$ cat src/rtl/rs_decode_scheduler_if.sv
// Requester and consumer valid/ready bundle for rs_decode_scheduler.
// slave = scheduler view, master = requester/consumer view.
interface rs_decode_scheduler_if #(
  parameter int N            = 18,
  parameter int SYMBOL_WIDTH = 5
);
  localparam int CW = N * SYMBOL_WIDTH;

  logic          req0_valid;
  logic          req0_ready;
  logic [CW-1:0] req0_data;
  logic          req1_valid;
  logic          req1_ready;
  logic [CW-1:0] req1_data;
  logic          out_valid;
  logic          out_ready;
  logic [CW-1:0] out_data;
  logic          out_id;
  logic          out_corrected;

  modport slave (
    input  req0_valid,
    input  req0_data,
    output req0_ready,
    input  req1_valid,
    input  req1_data,
    output req1_ready,
    output out_valid,
    input  out_ready,
    output out_data,
    output out_id,
    output out_corrected
  );

  modport master (
    output req0_valid,
    output req0_data,
    input  req0_ready,
    output req1_valid,
    output req1_data,
    input  req1_ready,
    input  out_valid,
    output out_ready,
    input  out_data,
    input  out_id,
    input  out_corrected
  );
endinterface

$ cat src/rtl/rs_decode_scheduler.sv
// Round-robin share of one single-error RS decoder between two requesters.
// Optional RS_DEC_STATS_EN adds stat_total / stat_fixed delivery counters.
module rs_decode_scheduler #(
  parameter int N            = 18,
  parameter int SYMBOL_WIDTH = 5,
  parameter logic [SYMBOL_WIDTH-1:0] PRIM_POLY = 'h05
) (
  input  logic clk,
  input  logic rst,
  rs_decode_scheduler_if.slave bus,
  output logic busy
`ifdef RS_DEC_STATS_EN
  ,
  output logic [15:0] stat_total,
  output logic [15:0] stat_fixed
`endif
);
  localparam int W  = SYMBOL_WIDTH;
  localparam int CW = N * W;

  typedef enum logic [1:0] {
    IDLE,
    DECODE,
    OUTPUT
  } state_t;

  state_t        state, state_d;
  logic [CW-1:0] cw_reg, cw_d;
  logic          id_reg, id_d;
  logic          last_grant, lg_d;
  logic          out_valid, ov_d;
  logic [CW-1:0] out_data, od_d;
  logic          out_id, oid_d;
  logic          out_corrected, oc_d;

  // GF(2^W) multiply, polynomial x^W + PRIM_POLY
  function automatic logic [W-1:0] gf_mul(
    input logic [W-1:0] a,
    input logic [W-1:0] b
  );
    logic [W-1:0] p;
    logic [W-1:0] x;
    p = '0;
    x = a;
    for (int i = 0; i < W; i++) begin
      if (b[i]) p = p ^ x;
      x = x[W-1] ? ((x << 1) ^ PRIM_POLY) : (x << 1);
    end
    return p;
  endfunction

  logic [W-1:0]  s0, s1, apow, bpow;
  logic [CW-1:0] dec_out;

  // S0 = error value, S1 = error value * alpha^position
  always_comb begin
    s0   = '0;
    s1   = '0;
    apow = W'(1);
    for (int i = 0; i < N; i++) begin
      s0   = s0 ^ cw_reg[i*W +: W];
      s1   = s1 ^ gf_mul(cw_reg[i*W +: W], apow);
      apow = gf_mul(apow, W'(2));
    end
  end

  always_comb begin
    dec_out = cw_reg;
    bpow    = W'(1);
    for (int i = 0; i < N; i++) begin
      if (s0 != '0 && s1 == gf_mul(s0, bpow))
        dec_out[i*W +: W] = cw_reg[i*W +: W] ^ s0;
      bpow = gf_mul(bpow, W'(2));
    end
  end

  logic grant;
  logic accept_window;
  logic hs;

  always_comb begin
    grant = ~last_grant;
    unique case (1'b1)
      (bus.req0_valid && !bus.req1_valid): grant = 1'b0;
      (bus.req1_valid && !bus.req0_valid): grant = 1'b1;
      default:                             grant = ~last_grant;
    endcase
  end

  assign accept_window = (state == IDLE) ||
                         (state == OUTPUT && bus.out_ready);
  assign bus.req0_ready = !rst && accept_window &&
                          !grant && bus.req0_valid;
  assign bus.req1_ready = !rst && accept_window &&
                          grant && bus.req1_valid;
  assign hs = bus.req0_ready | bus.req1_ready;

  always_comb begin
    state_d = state;
    cw_d    = cw_reg;
    id_d    = id_reg;
    lg_d    = last_grant;
    ov_d    = out_valid;
    od_d    = out_data;
    oid_d   = out_id;
    oc_d    = out_corrected;
    unique case (state)
      IDLE: begin
        if (hs) begin
          cw_d    = grant ? bus.req1_data : bus.req0_data;
          id_d    = grant;
          lg_d    = grant;
          state_d = DECODE;
        end
      end
      DECODE: begin
        od_d    = dec_out;
        oc_d    = (dec_out != cw_reg);
        oid_d   = id_reg;
        ov_d    = 1'b1;
        state_d = OUTPUT;
      end
      OUTPUT: begin
        if (bus.out_ready) begin
          ov_d = 1'b0;
          if (hs) begin
            cw_d    = grant ? bus.req1_data : bus.req0_data;
            id_d    = grant;
            lg_d    = grant;
            state_d = DECODE;
          end else begin
            state_d = IDLE;
          end
        end
      end
      default: state_d = IDLE;
    endcase
  end

  always_ff @(posedge clk) begin
    if (rst) begin
      state         <= IDLE;
      cw_reg        <= '0;
      id_reg        <= 1'b0;
      last_grant    <= 1'b1;
      out_valid     <= 1'b0;
      out_data      <= '0;
      out_id        <= 1'b0;
      out_corrected <= 1'b0;
    end else begin
      state         <= state_d;
      cw_reg        <= cw_d;
      id_reg        <= id_d;
      last_grant    <= lg_d;
      out_valid     <= ov_d;
      out_data      <= od_d;
      out_id        <= oid_d;
      out_corrected <= oc_d;
    end
  end

  assign bus.out_valid     = out_valid;
  assign bus.out_data      = out_data;
  assign bus.out_id        = out_id;
  assign bus.out_corrected = out_corrected;
  assign busy              = (state != IDLE);

`ifdef RS_DEC_STATS_EN
  logic out_hs;
  assign out_hs = out_valid & bus.out_ready;

  always_ff @(posedge clk) begin
    if (rst) begin
      stat_total <= '0;
      stat_fixed <= '0;
    end else if (out_hs) begin
      if (stat_total != 16'hFFFF)
        stat_total <= stat_total + 16'd1;
      if (out_corrected && stat_fixed != 16'hFFFF)
        stat_fixed <= stat_fixed + 16'd1;
    end
  end
`endif

endmodule

$ cat src/flat_wrapper.sv
// flat-port wrapper written by rule: the top's interface ports become plain ports
module rs_decode_scheduler_flat 
#(
  parameter int N            = 18,
  parameter int SYMBOL_WIDTH = 5,
  parameter logic [SYMBOL_WIDTH-1:0] PRIM_POLY = 'h05
)
  (clk, rst, busy, bus_req0_valid, bus_req0_data, bus_req0_ready, bus_req1_valid, bus_req1_data, bus_req1_ready, bus_out_valid, bus_out_ready, bus_out_data, bus_out_id, bus_out_corrected);
  rs_decode_scheduler_if #(.N(N), .SYMBOL_WIDTH(SYMBOL_WIDTH)) bus_i ();
  input  logic clk;
  input  logic rst;
  output logic busy;
  input wire logic [$bits(bus_i.req0_valid)-1:0] bus_req0_valid;
  input wire logic [$bits(bus_i.req0_data)-1:0] bus_req0_data;
  output wire logic [$bits(bus_i.req0_ready)-1:0] bus_req0_ready;
  input wire logic [$bits(bus_i.req1_valid)-1:0] bus_req1_valid;
  input wire logic [$bits(bus_i.req1_data)-1:0] bus_req1_data;
  output wire logic [$bits(bus_i.req1_ready)-1:0] bus_req1_ready;
  output wire logic [$bits(bus_i.out_valid)-1:0] bus_out_valid;
  input wire logic [$bits(bus_i.out_ready)-1:0] bus_out_ready;
  output wire logic [$bits(bus_i.out_data)-1:0] bus_out_data;
  output wire logic [$bits(bus_i.out_id)-1:0] bus_out_id;
  output wire logic [$bits(bus_i.out_corrected)-1:0] bus_out_corrected;
  assign bus_i.req0_valid = bus_req0_valid;
  assign bus_i.req0_data = bus_req0_data;
  assign bus_req0_ready = bus_i.req0_ready;
  assign bus_i.req1_valid = bus_req1_valid;
  assign bus_i.req1_data = bus_req1_data;
  assign bus_req1_ready = bus_i.req1_ready;
  assign bus_out_valid = bus_i.out_valid;
  assign bus_i.out_ready = bus_out_ready;
  assign bus_out_data = bus_i.out_data;
  assign bus_out_id = bus_i.out_id;
  assign bus_out_corrected = bus_i.out_corrected;
  rs_decode_scheduler #(.N(N), .SYMBOL_WIDTH(SYMBOL_WIDTH), .PRIM_POLY(PRIM_POLY)) u_core (.clk(clk), .rst(rst), .bus(bus_i), .busy(busy));
endmodule
$ cat config.mk
export PLATFORM = sky130hd
export DESIGN_NAME = rs_decode_scheduler_flat
export DESIGN_NICKNAME = d
export VERILOG_FILES = /design/src/rtl/rs_decode_scheduler_if.sv /design/src/rtl/rs_decode_scheduler.sv /design/src/flat_wrapper.sv
export SDC_FILE = /design/constraint.sdc
export NUM_CORES = 1
export LEC_CHECK = 0
export ABC_AREA = 0
export BUFFER_PORTS_ARGS = -buffer_cell sky130_fd_sc_hd__buf_4
export CAP_MARGIN = 30
export CORE_ASPECT_RATIO = 1.5
export CORE_UTILIZATION = 45
export CTS_CLUSTER_DIAMETER = 40
export DETAILED_ROUTE_END_ITERATION = 10
export GPL_TIMING_DRIVEN = 0
export PLACE_DENSITY = 0.71
export SYNTH_ARGS = -nofsm -noshare
export SYNTH_HDL_FRONTEND = slang
export SYNTH_SLANG_ARGS = --single-unit
$ cat constraint.sdc
create_clock -name clk -period 4.5 [get_ports clk]
set_input_delay 0.45 -clock clk [delete_from_list [all_inputs] [get_ports clk]]
set_output_delay 0.45 -clock clk [all_outputs]
set_load 0.05 [all_outputs]
# Word level (Yosys, flattened, before mapping)

Index checks and enable logic that the tools add are counted.

Logic and storage cells: 321
Input port bits: 185
ROM bits: 0
Register bits after elaboration: 187
Output and inout port bits: 96
Bits in writable memories: 0
Bits in latches: 0
Memories kept: 0

Add/sub/neg operators: 0
Reductions and logical operators: 39
Multiplexer cells: 94
Equal/unequal tests: 23
$lt $le $gt $ge: 0
Shifts and indexed selects: 0
Div/mod/pow operators: 0
Bitwise gates (word level): 157
$mul: 0

Operators by type and width:

| kind                                                  | count |
|---|---|
| bitwise XOR 5 bit                                     | 96 |
| two-way mux 90 bit                                    | 3 |
| case mux 90 bit (2 select lines)                      | 1 |
| two-way mux 3 bit                                     | 59 |
| inverter 2 bit                                        | 59 |
| equality test 5 bit                                   | 18 |
| two-way mux 5 bit                                     | 18 |
| inequality test 90 bit                                | 1 |
| logical AND 1 bit                                     | 26 |
| case mux 1 bit (2 select lines)                       | 4 |
| two-way mux 1 bit                                     | 6 |
| case mux 2 bit (3 select lines)                       | 1 |
| AND reduction 2 bit                                   | 3 |
| nonzero test 2 bit                                    | 3 |
| nonzero test 5 bit                                    | 1 |
| logical NOT 1 bit                                     | 4 |
| two-way mux 2 bit                                     | 2 |
| equality test 2 x 1 -> 1 bit, second input constant   | 1 |
| equality test 2 bit, second input constant            | 1 |
| logical NOT 2 bit                                     | 1 |
| inequality test 2 x 1 -> 1 bit, second input constant | 1 |
| inequality test 2 bit, second input constant          | 1 |
| logical OR 1 bit                                      | 1 |
| inverter 1 bit                                        | 1 |
| bitwise OR 1 bit                                      | 1 |

# Depth between registers and ports, before layout

Depth in word-level cells: 30
Depth in mapped cells: 18
Gate-level depth less buffers: 13

# Least setup slack after synthesis

No wires, ideal clock.

Kind: flip-flop to flip-flop
From: reg u_core.cw_reg[70]
To: reg u_core.out_data[81] (netlist: u_core.bus.out_data[81])
Clock period less this slack: 4775 ps
Library setup time: 91 ps
Required time: 4409 ps
Cell stages (with the launch flop): 18
Arrival time: 4684 ps
Path slack: -275 ps
Buffers on the path: 6
Path through: dfxtp_1 > xor2_1 > xnor3_1 > xnor2_2 > xnor3_1 > buf_4 > buf_1 > clkbuf_1 > clkbuf_1 > ha_1 > clkbuf_1 > xnor3_1 > and2_1 > mux2i_1 > or4b_1 > clkbuf_1 > or3_1 > a311oi_1

Longest elaborated chain between the ends: 13
Elaborated cells between the ends (all ways): 24
Those cells by class: eq/ne (1); mux (5); bitwise (16); reduce/logical (2)

Ends and longest elaborated chain:

| what                           | RTL line                   | text |
|---|---|---|
| start, declared                | rs_decode_scheduler.sv:28  | `logic [CW-1:0] cw_reg, cw_d;` |
| start signal, assigned         | rs_decode_scheduler.sv:152 | `cw_reg <= cw_d;` |
| two-way mux 3 bit              | rs_decode_scheduler.sv:47  | `x = x[W-1] ? ((x << 1) ^ PRIM_POLY) : (x << 1);` |
| inverter 2 bit (no line)       | --                         |  |
| two-way mux 3 bit              | rs_decode_scheduler.sv:47  |  |
| bitwise XOR 5 bit (3 in a row) | rs_decode_scheduler.sv:46  | `if (b[i]) p = p ^ x;` |
| bitwise XOR 5 bit (4 in a row) | rs_decode_scheduler.sv:62  | `s1 = s1 ^ gf_mul(cw_reg[i*W +: W], apow);` |
| equality test 5 bit            | rs_decode_scheduler.sv:71  | `if (s0 != '0 && s1 == gf_mul(s0, bpow))` |
| logical AND 1 bit *            | rs_decode_scheduler.sv:71  |  |
| two-way mux 5 bit *            | rs_decode_scheduler.sv:71  |  |
| end signal, assigned           | rs_decode_scheduler.sv:147 | `out_data <= '0;` |
| end signal, assigned           | rs_decode_scheduler.sv:156 | `out_data <= od_d;` |
| end, declared                  | rs_decode_scheduler.sv:32  | `logic [CW-1:0] out_data, od_d;` |

Mark *: on every way between the ends. The rest lies on a longest branch, timed or not.
A chain may end at the register's enable or synchronous reset.

# Final worst setup path

From: reg u_core.cw_reg[62]
To: reg u_core.out_corrected (netlist: u_core.bus.out_corrected)

Longest elaborated chain between the ends: 14
Elaborated cells between the ends (all ways): 109
Those cells by class: eq/ne (19); mux (21); bitwise (50); reduce/logical (19)

Ends and longest elaborated chain:

| what                           | RTL line                   | text |
|---|---|---|
| bitwise XOR 5 bit (6 in a row) | rs_decode_scheduler.sv:61  | `s0 = s0 ^ cw_reg[i*W +: W];` |
| bitwise XOR 5 bit              | rs_decode_scheduler.sv:46  |  |
| bitwise XOR 5 bit              | --                         |  |
| bitwise XOR 5 bit (2 in a row) | rs_decode_scheduler.sv:46  |  |
| equality test 5 bit            | rs_decode_scheduler.sv:71  |  |
| logical AND 1 bit              | rs_decode_scheduler.sv:71  |  |
| two-way mux 5 bit              | rs_decode_scheduler.sv:71  |  |
| inequality test 90 bit *       | rs_decode_scheduler.sv:118 | `oc_d = (dec_out != cw_reg);` |
| end signal, assigned           | rs_decode_scheduler.sv:149 | `out_corrected <= 1'b0;` |
| end signal, assigned           | rs_decode_scheduler.sv:158 | `out_corrected <= oc_d;` |
| end, declared                  | rs_decode_scheduler.sv:34  | `logic out_corrected, oc_d;` |

Marks and branches as above.

==> reports/qor.yml <==
cts-buffers-inserted: 17
share_of_the_yosys_chip_area_belonging_to_registers: 0.3106
start_util: 0.4566
antenna-diode-count: 0
fmaxAchievable_mhz: 224.7
globalRouteOverflowTotal: 0
fin_util: 0.6126
cts-htree-levels: 4
status: "finished, final reports clean"
met2_usage: 0.5725
arrival_ps: 4790
wirelength_um: 46030
post_synthesis_instance_area_um2: 12050
timing.max_slew.rel_slack: 0.3739
tritoncts: "built"
reg2reg_from: "u_core.cw_reg[62]"
cp_common_cell: "sky130_fd_sc_hd__buf_4"
synth_enable_flop_cells: 0
dp_hpwl_um: 34720
busiest_layer: "met2"
groute.layer.met3.usage: 0.05869
final.min_clock_period_ps: 4451
dr.first_iter.drc_count: 845
rr_worst_depth: 15
clock_path_buffers: 2
worstReg2RegEnd: "u_core.bus.out_corrected"
placedCellCount: 1918
critical_path.endpoint_type: "register"
first_global_vias: 11310
tightest_slew_ps: 939.2
worstPathCellList: "xnor3_2 -> xnor3_1 -> xnor3_2 -> xor2_4 -> buf_4 -> buf_4 -> buf_4 -> xnor2_4 -> xnor3_1 -> nand2_1 -> a211o_1 -> clkbuf_16 -> o2111ai_2 -> nor4_2 -> a31oi_1"
cts_root_buffer: "sky130_fd_sc_hd__clkbuf_16"
route.detailed.drc: 0
finish.cell_count_without_fillers: 1989
worst-r2r-setup-slack_ps: 50
synth-warning-count: 0
post_drt_via_cell_ratio: 5.864
path_class: "register to register"
asyncSetResetFlopFracSynth: 0
clk-insertion-delay-late_ps: 460
finalSetupViolCount: 0
syn-instance-count: 1302
fp.dieArea_um2: 27460
critical_path_required_time_ps: 4830
hold_wc_path_type: "input port to register"
placement.io_buffers: 279
hold_path_sink: "u_core.bus.out_valid"
drt_first_pass_iters: 7
min_from: "bus_out_ready"
nNetsFinal: 1827
worst_slack_ps: 49.37
synthDominantCellAreaShare: 0.3106
path_delay_family: "XOR/XNOR gates"
route.vias.total: 11660
slowest_delay_ps: 480
multi_input_comb_area_um2: 8204
final_hold_viol_count: 0
fraction_of_layout_instances_using_a_drive_strength_above_1: 0.2990
cts.reportedPaths.clkPinSlew_ps: 80
ff_latch_area_um2: 3819
critical_path.max_fanout: 10
fin_setup_tns_ps: 0
flow.area_growth_from_synthesis_pct: 34.16
synth_fp_nets: 1490
grt_max_degree: 17
crit_slowest_cell: "sky130_fd_sc_hd__xnor3_2"
synth_largest_area_cell: "sky130_fd_sc_hd__dfxtp_1"
cp.buffers_inverters: 4
numClockSinks: 187
critical_path.startpoint_type: "register"
detail_route.wl_per_cell_um: 23.14
period_share: 0.9890
grt_usage: 0.3323
avg_synthesized_cell_area_um2: 9.257
final_antenna_net_count: 0
layout.filler_cells: 2251
synth_flop_cell: "sky130_fd_sc_hd__dfxtp_1"
fin_worst_skew_ps: 15.02
hold-path-cell-count: 4
synth.top_cells.by_area: "sky130_fd_sc_hd__dfxtp_1 (31%), sky130_fd_sc_hd__xnor2_1 (12%), sky130_fd_sc_hd__mux2i_1 (8.5%), sky130_fd_sc_hd__a211oi_1 (8.3%), sky130_fd_sc_hd__xnor3_1 (7.8%)"
yosysUniqueCellTypes: 54
dpl_worst_slack_ps: -2007
core-area_um2: 26400
initial_antenna_violation_count: 0
slew_viol_final: 0
place.gp.congestion: 0.9937
reported_max_cap_violation_count: 0
cts_hold_repair.buffers: 0
use_met1: 0.3697
ios: 281
grt_pass1_wl_um: 66760
post_synthesis_sequential_element_count: 187
height_of_the_chip_um: 202.4
std_cell_rows: 73
floorplan.die.width_um: 135.6
[routing by layer]
metal / share of wire / vias up
li1: - / 5305
met4: 0.058 / 0
met2: 0.51 / 544
met1: 0.36 / 5669
met5: 0 / -
met3: 0.066 / 145
[cell type report]
type,instances,share of cell area
multi-input combinational,996,0.5074
sequential,187,0.2361
timing repair buffer,324,0.1520
buffer,103,0.03729
clock buffer,19,0.02739
tap,337,0.02608
clock inverter,13,0.01029
inverter,10,0.003482
[layout by cell type, fill, tap and decap left out, drive strengths merged, types with 7 or more instances in the layout]
| cell | instances |
|---|---|
| a211oi | 133 |
| a311oi | 52 |
| and3 | 7 |
| buf | 336 |
| clkbuf | 110 |
| dfxtp | 187 |
| inv | 10 |
| mux2i | 102 |
| nand2 | 18 |
| nand3 | 13 |
| nor2 | 219 |
| nor3 | 13 |
| o21ai | 56 |
| or3 | 58 |
| xnor2 | 184 |
| xnor3 | 45 |
| xor2 | 36 |
[timing repair]
| action | in CTS | in global routing |
|---|---|---|
| setup buffers | 15 | 29 |
| pin swaps | 22 | 26 |
| resized for setup | 111 | 58 |
| hold endpoints to repair | 0 | 0 |
| setup endpoints to repair | 91 | 52 |
| cloned | 0 | 1 |
[tightest hold or removal path: stages]
cell	delay (ps)
sky130_fd_sc_hd__buf_4	90
sky130_fd_sc_hd__nand3b_1	60
sky130_fd_sc_hd__o21ai_0	70
sky130_fd_sc_hd__nor2_1	40
[logic make-up after synthesis]
| family | synth area share |
|---|---|
| mux | 0.08751 |
| simple gates | 0.1362 |
| fa+ha+maj | 0.003115 |
| xor+xnor | 0.2640 |
| buf+inv | 0.03831 |
| compound gates | 0.1603 |
| flops | 0.3106 |
[synthesized netlist by cell type (5+ instances only)]
cell	n
sky130_fd_sc_hd__nor3_1	13
sky130_fd_sc_hd__xor2_1	30
sky130_fd_sc_hd__o21ai_0	55
sky130_fd_sc_hd__nand3_1	13
sky130_fd_sc_hd__o2111ai_1	5
sky130_fd_sc_hd__a311oi_1	52
sky130_fd_sc_hd__or3_1	58
sky130_fd_sc_hd__clkbuf_1	98
sky130_fd_sc_hd__xnor2_2	9
sky130_fd_sc_hd__xnor2_1	171
sky130_fd_sc_hd__nor2_1	219
sky130_fd_sc_hd__xnor3_1	42
sky130_fd_sc_hd__inv_1	8
sky130_fd_sc_hd__nand2_1	18
sky130_fd_sc_hd__dfxtp_1	187
sky130_fd_sc_hd__buf_2	6
sky130_fd_sc_hd__mux2i_1	102
sky130_fd_sc_hd__a211oi_1	133
sky130_fd_sc_hd__and3_1	7
[stage by stage]
stage | hold slack [ps] | cell area (um^2)
finish | 305.1 | 16170
global route | 316.1 | 16170
detailed placement | 472.9 | 14580
CTS | 297.9 | 15800
global placement | 473.8 | 14580
floorplan | 450.5 | 12070
[how the worst max path moves through the flow]
stage,depth (start not counted),start,end,slack [ps]
floorplan,17,u_core.cw_reg[66],u_core.bus.out_data[82],30
detailed placement,18,u_core.cw_reg[73],u_core.bus.out_corrected,-2010
CTS,16,u_core.cw_reg[71],u_core.bus.out_data[84],10
global route,16,u_core.cw_reg[50],u_core.bus.out_data[84],-20
finish,15,u_core.cw_reg[62],u_core.bus.out_corrected,50
global placement,18,u_core.cw_reg[73],u_core.bus.out_corrected,-2020
Power is left out: the tool's default activity adds up to more than one toggle a clock period on the data nets, which glitch-free logic cannot reach.
